`config.mk`:
```
export PLATFORM = sky130hd
export DESIGN_NAME = mem_arbiter
export DESIGN_NICKNAME = d
export VERILOG_FILES = /design/src/rtl/mem_arbiter.sv
export SDC_FILE = /design/constraint.sdc
export NUM_CORES = 1
export LEC_CHECK = 0
export BUFFER_PORTS_ARGS = -buffer_cell sky130_fd_sc_hd__buf_2
export CORE_AREA = 4 4 114 116
export DETAILED_ROUTE_END_ITERATION = 8
export DIE_AREA = 0 0 118 120
export GPL_TIMING_DRIVEN = 1
export PLACE_DENSITY_LB_ADDON = 0.08
export SLEW_MARGIN = 20
export SYNTH_ARGS = -nofsm -noshare
export SYNTH_HDL_FRONTEND = slang
export SYNTH_SLANG_ARGS = --single-unit
```
`constraint.sdc`:
```
create_clock -name clk -period 3 [get_ports clk]
set_clock_uncertainty 0.2 [all_clocks]
set_input_delay 0.75 -clock clk [delete_from_list [all_inputs] [get_ports clk]]
set_output_delay 0.75 -clock clk [all_outputs]
set_load 0.01 [all_outputs]
```
`src/rtl/mem_arbiter.sv`:
```
// Two-port round-robin arbiter in front of a single-ported memory with one-cycle read latency.
// Read responses are steered back to the port that issued them.
module mem_arbiter #(
  parameter int unsigned AW = 32,
  parameter int unsigned DW = 32
) (
  input  logic          clk,
  input  logic          rst,
  input  logic          req0,
  input  logic          req1,
  input  logic          we0,
  input  logic          we1,
  input  logic [AW-1:0] addr0,
  input  logic [AW-1:0] addr1,
  input  logic [DW-1:0] wdata0,
  input  logic [DW-1:0] wdata1,
  output logic          gnt0,
  output logic          gnt1,
  output logic          rvalid0,
  output logic          rvalid1,
  output logic [DW-1:0] rdata0,
  output logic [DW-1:0] rdata1,
  output logic          mem_en,
  output logic          mem_we,
  output logic [AW-1:0] mem_addr,
  output logic [DW-1:0] mem_wdata,
  input  logic [DW-1:0] mem_rdata
);

  logic          lp_q;
  logic          pend_valid_q;
  logic          pend_port_q;
  logic [DW-1:0] rdata0_q;
  logic [DW-1:0] rdata1_q;

  // Under contention the port that did not win last time gets the memory.
  always_comb begin
    gnt0 = 1'b0;
    gnt1 = 1'b0;
    if (!rst) begin
      if (req0 && req1) begin
        gnt0 = lp_q;
        gnt1 = ~lp_q;
      end else begin
        gnt0 = req0;
        gnt1 = req1;
      end
    end
  end

  always_comb begin
    mem_en    = gnt0 | gnt1;
    mem_we    = (gnt0 & we0) | (gnt1 & we1);
    mem_addr  = '0;
    mem_wdata = '0;
    if (gnt1) begin
      mem_addr  = addr1;
      mem_wdata = wdata1;
    end else if (gnt0) begin
      mem_addr  = addr0;
      mem_wdata = wdata0;
    end
  end

  // Masking with rst drops a response whose read was granted just before reset.
  always_comb begin
    rvalid0 = pend_valid_q & ~pend_port_q & ~rst;
    rvalid1 = pend_valid_q & pend_port_q & ~rst;
    rdata0  = rvalid0 ? mem_rdata : rdata0_q;
    rdata1  = rvalid1 ? mem_rdata : rdata1_q;
  end

  always_ff @(posedge clk) begin
    if (rst) begin
      lp_q         <= 1'b1;
      pend_valid_q <= 1'b0;
      pend_port_q  <= 1'b0;
      rdata0_q     <= '0;
      rdata1_q     <= '0;
    end else begin
      if (mem_en) begin
        lp_q <= gnt1;
      end
      pend_valid_q <= mem_en & ~mem_we;
      pend_port_q  <= gnt1;
      if (rvalid0) begin
        rdata0_q <= mem_rdata;
      end
      if (rvalid1) begin
        rdata1_q <= mem_rdata;
      end
    end
  end

endmodule

```
# Word-level counts from Yosys, hierarchy flattened
# Index checks and enable logic that the tools add are counted.
[totals]
regBits = 67
out_inout_bits = 134
[classes]
bitwise = 13
mux = 10
n_reduce_logical = 1
[ops]
columns = ["cell", "n"]
rows = [
  ["$mux 32", 6],
  ["$and 1x1->1", 7],
  ["$mux 1", 4],
  ["$not 1->1", 4],
  ["$or 1x1->1", 2],
  ["$logic_and 1x1->1", 1],
]

# Logic depth before layout (Yosys ltp)
# Gate-level depths: netlist of the first run.
[logic_depth]
depth_word = 7
depth_mapped = 6
depth_no_buf = 3

# Least setup slack after synthesis of the first run
# No wires, ideal clock.
[synth_timing]
path_type = "input -> output"
start = "in req0"
end = "out mem_addr[22]"
t_arrival_ns = 1.637
path_stages = 6
n_path_buf = 3
required_ns = 2.050
slack_ns = 0.413
path_cell_list = "clkbuf_1 -> a21boi_2 -> buf_4 -> buf_4 -> a32oi_1 -> nor2_1"
[synth_via]
elab_chain_len = 5
word_cells_on_any_way = 7
[synth_lines]
columns = ["element", "line_no", "text"]
rows = [
  ["from (decl)", "9", "input logic req0,"],
  ["$logic_and 1x1->1", "41", "if (req0 && req1) begin"],
  ["$mux 1", "41", ""],
  ["$mux 1", "40", "if (!rst) begin"],
  ["$mux 32", "59", "end else if (gnt0) begin"],
  ["$mux 32 *", "56", "if (gnt1) begin"],
  ["to (decl)", "25", "output logic [AW-1:0] mem_addr,"],
]
# Mark *: on every way between the ends. The rest lies on a longest branch, timed or not.

# Worst setup path in the final report of the first run
[layout_timing]
start = "in rst"
end = "out rdata0[24]"
[layout_via]
elab_chain_len = 3
[layout_lines]
columns = ["element", "line_no", "text"]
rows = [
  ["from (decl)", "8", "input logic rst,"],
  ["$not 1->1", "67", "rvalid0 = pend_valid_q & ~pend_port_q & ~rst;"],
  ["$and 1x1->1", "67", ""],
  ["$mux 32", "--", ""],
  ["to (decl)", "21", "output logic [DW-1:0] rdata0,"],
]
# Every way passes these cells.

==> results of run 1 <==
-- critical path: cells and delay by family --
kind | cells | cell delay [ns]
buffers and inverters | 3 | 0.49
multiplexers | 1 | 0.35
AND/OR/NAND/NOR | 1 | 0.30
-- state kept, by name, indices dropped and copies added, names as in the netlist --
| name | cells |
|---|---|
| pend_port_q | 1 |
| rdata0_q | 32 |
| pend_valid_q | 1 |
| lp_q | 1 |
| rdata1_q | 32 |
-- per-stage QoR --
stage               instances  power (mW)
finish                    952        2.75
global route              951        2.86
CTS                       951        2.77
detailed placement        935        1.54
global placement          935        1.52
floorplan                 531        1.25
-- kinds of logic (layout without fill, tap and decap cells) --
kind of cell	Yosys count	count (layout)	share of synthesized area (%)
compound gates	132	132	22.3
simple gates	210	210	20.3
flops	67	67	32.8
other cells	0	1	0
mux	64	64	17.6
buf+inv	58	331	6.95
-- layout by cell type, fill, tap and decap left out, types with 2 or more instances in the layout --
cell and instances:
buf_4 9, nand2_1 132, buf_12 7, a32oi_1 65, dfxtp_1 67, mux2_2 63, nor2_1 69, a21oi_1 64
clkbuf_16 9, buf_2 298, nor2b_1 2, bufinv_16 3, clkinv_4 2
-- final cells by class --
cell class,count,area (µm²),share of cell area (%)
Multi-Input combinational cell,406,2480,40.9
Sequential cell,67,1340,22.1
Clock buffer,10,239,3.94
Tap cell,147,184,3.04
Clock inverter,6,113,1.86
Antenna cell,1,2.50,0.0413
Inverter,1,3.75,0.0620
Timing Repair Buffer,314,1700,28.0
-- path summary, 6_finish.rpt --
path	from	to	slack, ns
min	rdata1_q[9]	rdata1_q[9]	0.25
max	rst	rdata0[24]	0.16
max reg2reg	pend_port_q	rdata1_q[17]	1.22
min reg2reg	rdata1_q[9]	rdata1_q[9]	0.25
-- metal layers --
metal  wire length (µm)  up-vias  GRT usage [%]
li1                   -     2421              -
met1               6700     2400           26.2
met2               8650      218           39.7
met3               1320       20           7.40
met4                265        2           6.30
met5                 12        -              0
-- power by group through the flow --
stage | clock (mW) | sequential [mW] | combinational, mW
6_report | 1.23 | 0.937 | 0.581
5_1_grt | 1.29 | 0.940 | 0.635
4_1_cts | 1.25 | 0.937 | 0.581
3_5_place_dp | 0 | 0.957 | 0.579
3_3_place_gp | 0 | 0.956 | 0.568
2_1_floorplan | 0 | 0.950 | 0.301
==> flow_metrics.py, run 1 <==
metrics = {
    "finish": {
        "area_growth_pct": 48.2,
        "fillCellCount": 1188,
        "final_cell_area_um2": 6060,
        "nets": 965,
        "utilization_pct": 50.9,
        "drive_gt1_share_pct": 49.5,
    },
    "logic_synthesis": {
        "syn-num-nets": 697,
        "netlist_area_um2": 4090,
        "synth-seq-cells": 67,
        "synth_area_leaders": "dfxtp_1 (33%), mux2_2 (17%), a32oi_1 (14%)",
        "synth_top_area_cell": "dfxtp_1",
        "synth_cell_types": 22,
        "synth_commonest_cells": "nand2_1 (132), nor2_1 (69), dfxtp_1 (67), a32oi_1 (65), a21oi_1 (64)",
        "ys_warn_count": 0,
        "yosys.area.top_type_share_pct": 32.8,
        "avgSynthCellArea_um2": 7.70,
        "synth-main-ff-cell": "dfxtp_1",
        "synth_edf_count": 0,
        "synth_most_common_cell": "nand2_1",
        "syn_inst": 531,
        "async_flop_share_pct": 0,
        "yosysSeqAreaShare_pct": 32.8,
    },
    "cts": {
        "cts_sinks": 67,
        "cts_root_buffer": "clkbuf_16",
        "ctsHoldBuffers": 0,
        "cts_tree": "yes",
        "htree_levels": 3,
        "clk_pin_slew_worst_paths_ns": 0.05,
        "cts_setup_buffers": 0,
        "clock_path_buffers": 2,
        "insertion_delay_ns": 0.33,
        "post_cts_resized": 0,
        "cts_buffers": 9,
    },
    "drt": {
        "first_pass_iters": 6,
        "route.detailed.drc": 0,
        "drt_iter0_drc": 404,
        "avgViaCountPerCell": 5.32,
        "wl_um": 16900,
        "vias": 5061,
        "ant_nets": 0,
        "wl_per_cell_um": 17.8,
    },
    "die": {
        "die_x_um": 118,
        "design.core.area_um2": 11900,
        "initial_core_util_pct": 34.3,
        "die_area_um2": 14200,
        "die_h_um": 120,
        "pin_count": 300,
        "rows": 40,
    },
    "worst_setup_path": {
        "critPathRequiredTime_ns": 2.05,
        "path_max_fanout": 18,
        "reg2reg_depth": 4,
        "start_kind": "input pin",
        "critical_path.slowest_cell": "mux2_2",
        "crit_chain": "buf_4 -> nor3b_4 -> buf_12 -> mux2_2 -> buf_2",
        "crit_type": "input pin to output port",
        "arrival_ns": 1.89,
        "endpoint_kind": "output port",
        "max_stage_delay_ns": 0.35,
    },
    "sta": {
        "rsz0062_at_grt": "false",
        "max_freq_mhz": 352,
        "fin_crit_sh_pct": 94.7,
        "finalCriticalPeriod_ns": 2.84,
        "slew_viol_final": 0,
        "tightestPinTransition_ns": 0.483,
        "hold_viol": 0,
        "tns_ns": 0,
        "finalWorstSetupSlack_ns": 0.159,
        "hold_ws_ns": 0.251,
        "setup_violations": 0,
        "max_slew_margin_pct": 67.8,
    },
    "pwr": {
        "comb_power_share_pct": 21.1,
        "p_leak_nw": 2.97,
        "p_per_area_nw_per_um2": 454,
        "swShare_pct": 26.6,
        "ir_drop_mv": 0.326,
        "seq_power_share_pct": 34.1,
        "p_sw_mw": 0.732,
        "clkPwrFrac_pct": 44.8,
        "p_int_mw": 2.02,
    },
    "placed_design": {
        "port_buffers": 299,
        "gp_congestion": 0.983,
        "dp_hpwl_um": 12700,
        "pre_cts_ws_ns": 0.152,
        "placed_area_um2": 5700,
    },
    "status": {
        "status": "finished clean",
    },
    "global_routing": {
        "gr-total-overflow": 0,
        "grt_pass1_vias": 4911,
        "grt_max_degree": 93,
        "antenna_found_initial": 2,
        "grt_usage_pct": 22.6,
        "grt_pass1_wl_um": 25800,
    },
    "min_path": {
        "min_path_type": "flip-flop to flip-flop",
        "min_path_cells": 2,
    },
    "flow_run": {
        "maxCapViolations": 0,
    },
}
(Power assumes the default switching activity.)
==> inputs of run 2 (changes only) <==
Settings changed: CORE_AREA 4 4 114 116 to 4 4 113 115, CTS_BUF_LIST from default to sky130_fd_sc_hd__clkbuf_4, DIE_AREA 0 0 118 120 to 0 0 117 119.
==> flow_metrics.py, run 2 (synthesis results as in run 1) <==
metrics = {
    "status": {
        "status": "finished clean",
    },
    "worst_setup_path": {
        "reg2reg_depth": 4,
        "crit_type": "input pin to output port",
        "max_stage_delay_ns": 0.35,
        "crit_chain": "buf_4 -> nor3b_4 -> buf_4 -> mux2_2 -> buf_2",
        "critPathRequiredTime_ns": 2.05,
        "path_max_fanout": 11,
        "endpoint_kind": "output port",
        "arrival_ns": 1.91,
        "critical_path.slowest_cell": "mux2_2",
        "crit_path_frequent_cell": "buf_4",
        "start_kind": "input pin",
    },
    "drt": {
        "avgViaCountPerCell": 5.23,
        "first_pass_iters": 5,
        "ant_nets": 0,
        "wl_per_cell_um": 17.0,
        "vias": 4997,
        "route.detailed.drc": 0,
        "wl_um": 16200,
        "drt_iter0_drc": 326,
    },
    "cts": {
        "htree_levels": 3,
        "insertion_delay_ns": 0.40,
        "cts_setup_buffers": 0,
        "cts_sinks": 67,
        "clk_pin_slew_worst_paths_ns": 0.10,
        "cts_tree": "yes",
        "ctsHoldBuffers": 0,
        "cts_root_buffer": "clkbuf_4",
        "cts_buffers": 9,
        "post_cts_resized": 0,
        "clock_path_buffers": 2,
    },
    "die": {
        "initial_core_util_pct": 34.6,
        "die_h_um": 119,
        "die_area_um2": 13900,
        "pin_count": 300,
        "die_x_um": 117,
        "design.core.area_um2": 11800,
        "rows": 40,
    },
    "global_routing": {
        "grt_usage_pct": 21.8,
        "grt_max_degree": 68,
        "grt_pass1_wl_um": 24000,
        "grt_pass1_vias": 4726,
        "antenna_found_initial": 3,
        "gr-total-overflow": 0,
    },
    "finish": {
        "drive_gt1_share_pct": 49.5,
        "final_cell_mix": "buf_2 (298), nand2_1 (132), nor2_1 (69), dfxtp_1 (67), a32oi_1 (65)",
        "largestRegisters": "rdata0_q: 32 flops, rdata1_q: 32 flops",
        "area_growth_pct": 43.3,
        "nets": 967,
        "final_common_cell": "buf_2",
    },
    "flow_run": {
        "maxCapViolations": 0,
    },
    "pwr": {
        "p_per_area_nw_per_um2": 373,
        "ir_drop_mv": 0.197,
        "p_leak_nw": 2.88,
    },
    "placed_design": {
        "pre_cts_ws_ns": 0.125,
        "gp_congestion": 0.973,
        "port_buffers": 299,
        "dp_hpwl_um": 12200,
    },
    "sta": {
        "finalCriticalPeriod_ns": 2.86,
        "tightestPinTransition_ns": 0.713,
        "tns_ns": 0,
        "max_freq_mhz": 349,
        "hold_viol": 0,
        "setup_violations": 0,
        "finalWorstSetupSlack_ns": 0.135,
        "slew_viol_final": 0,
        "rsz0062_at_grt": "false",
        "max_slew_margin_pct": 52.5,
        "fin_crit_sh_pct": 95.5,
        "hold_ws_ns": 0.261,
    },
    "min_path": {
        "min_path_type": "flip-flop to flip-flop",
        "min_path_cells": 2,
    },
}
run 2: changes by cell type in the layout (fill, tap and decap cells not counted), sizes merged:
| cell | before | now |
|---|---|---|
| clkbuf | 10 | 9 |
| bufinv | 3 | 2 |
| diode | 1 | 2 |
| buf | 314 | 316 |
| clkinvlp | 0 | 2 |
run 2: final timing paths:
check	startpoint	to	slack (ns)
worst min register to register	rdata1_q[6]	rdata1_q[6]	0.26
worst max-delay path	rst	rdata0[10]	0.14
worst max register to register	pend_port_q	rdata0_q[25]	1.19
worst min-delay path	rdata1_q[6]	rdata1_q[6]	0.26
run 2: per-layer routing:
layer,share of wire [%],track usage (%)
met2,50,37.4
met5,0.086,0
met4,2.2,7.10
met3,7.3,6.05
met1,40,25.8
run 2: final cells by class:
class / count / area, µm²
Antenna cell: 2 / 5.00
Clock buffer: 9 / 67.6
Clock inverter: 7 / 92.6
Fill cell: 1141 / 5950
Inverter: 1 / 3.75
Multi-Input combinational cell: 406 / 2480
Sequential cell: 67 / 1340
Tap cell: 147 / 184
Timing Repair Buffer: 316 / 1690
run 2: power by group:
group          internal (mW)  switching [mW]  leakage (nW)
Combinational          0.261           0.315          2.25
Clock                  0.335           0.338        0.0796
Sequential             0.918          0.0190         0.544
Total                   1.51           0.672          2.88
run 2: per-stage QoR:
stage | std cells | utilization (%) | area, µm² | total power, mW
5_1_grt | 955 | 49.6 | 5860 | 2.30
6_report | 955 | 49.6 | 5860 | 2.19
4_1_cts | 953 | 49.6 | 5850 | 2.21
3_3_place_gp | 937 | 48.2 | 5690 | 1.52
2_1_floorplan | 531 | - | 4090 | 1.25
3_5_place_dp | 937 | 48.2 | 5690 | 1.53
run 2: critical path, delay by kind of cell:
family / cells / cell delay [ns]
buffers and inverters: 3 / 0.53
muxes: 1 / 0.35
and+or+nand+nor: 1 / 0.27
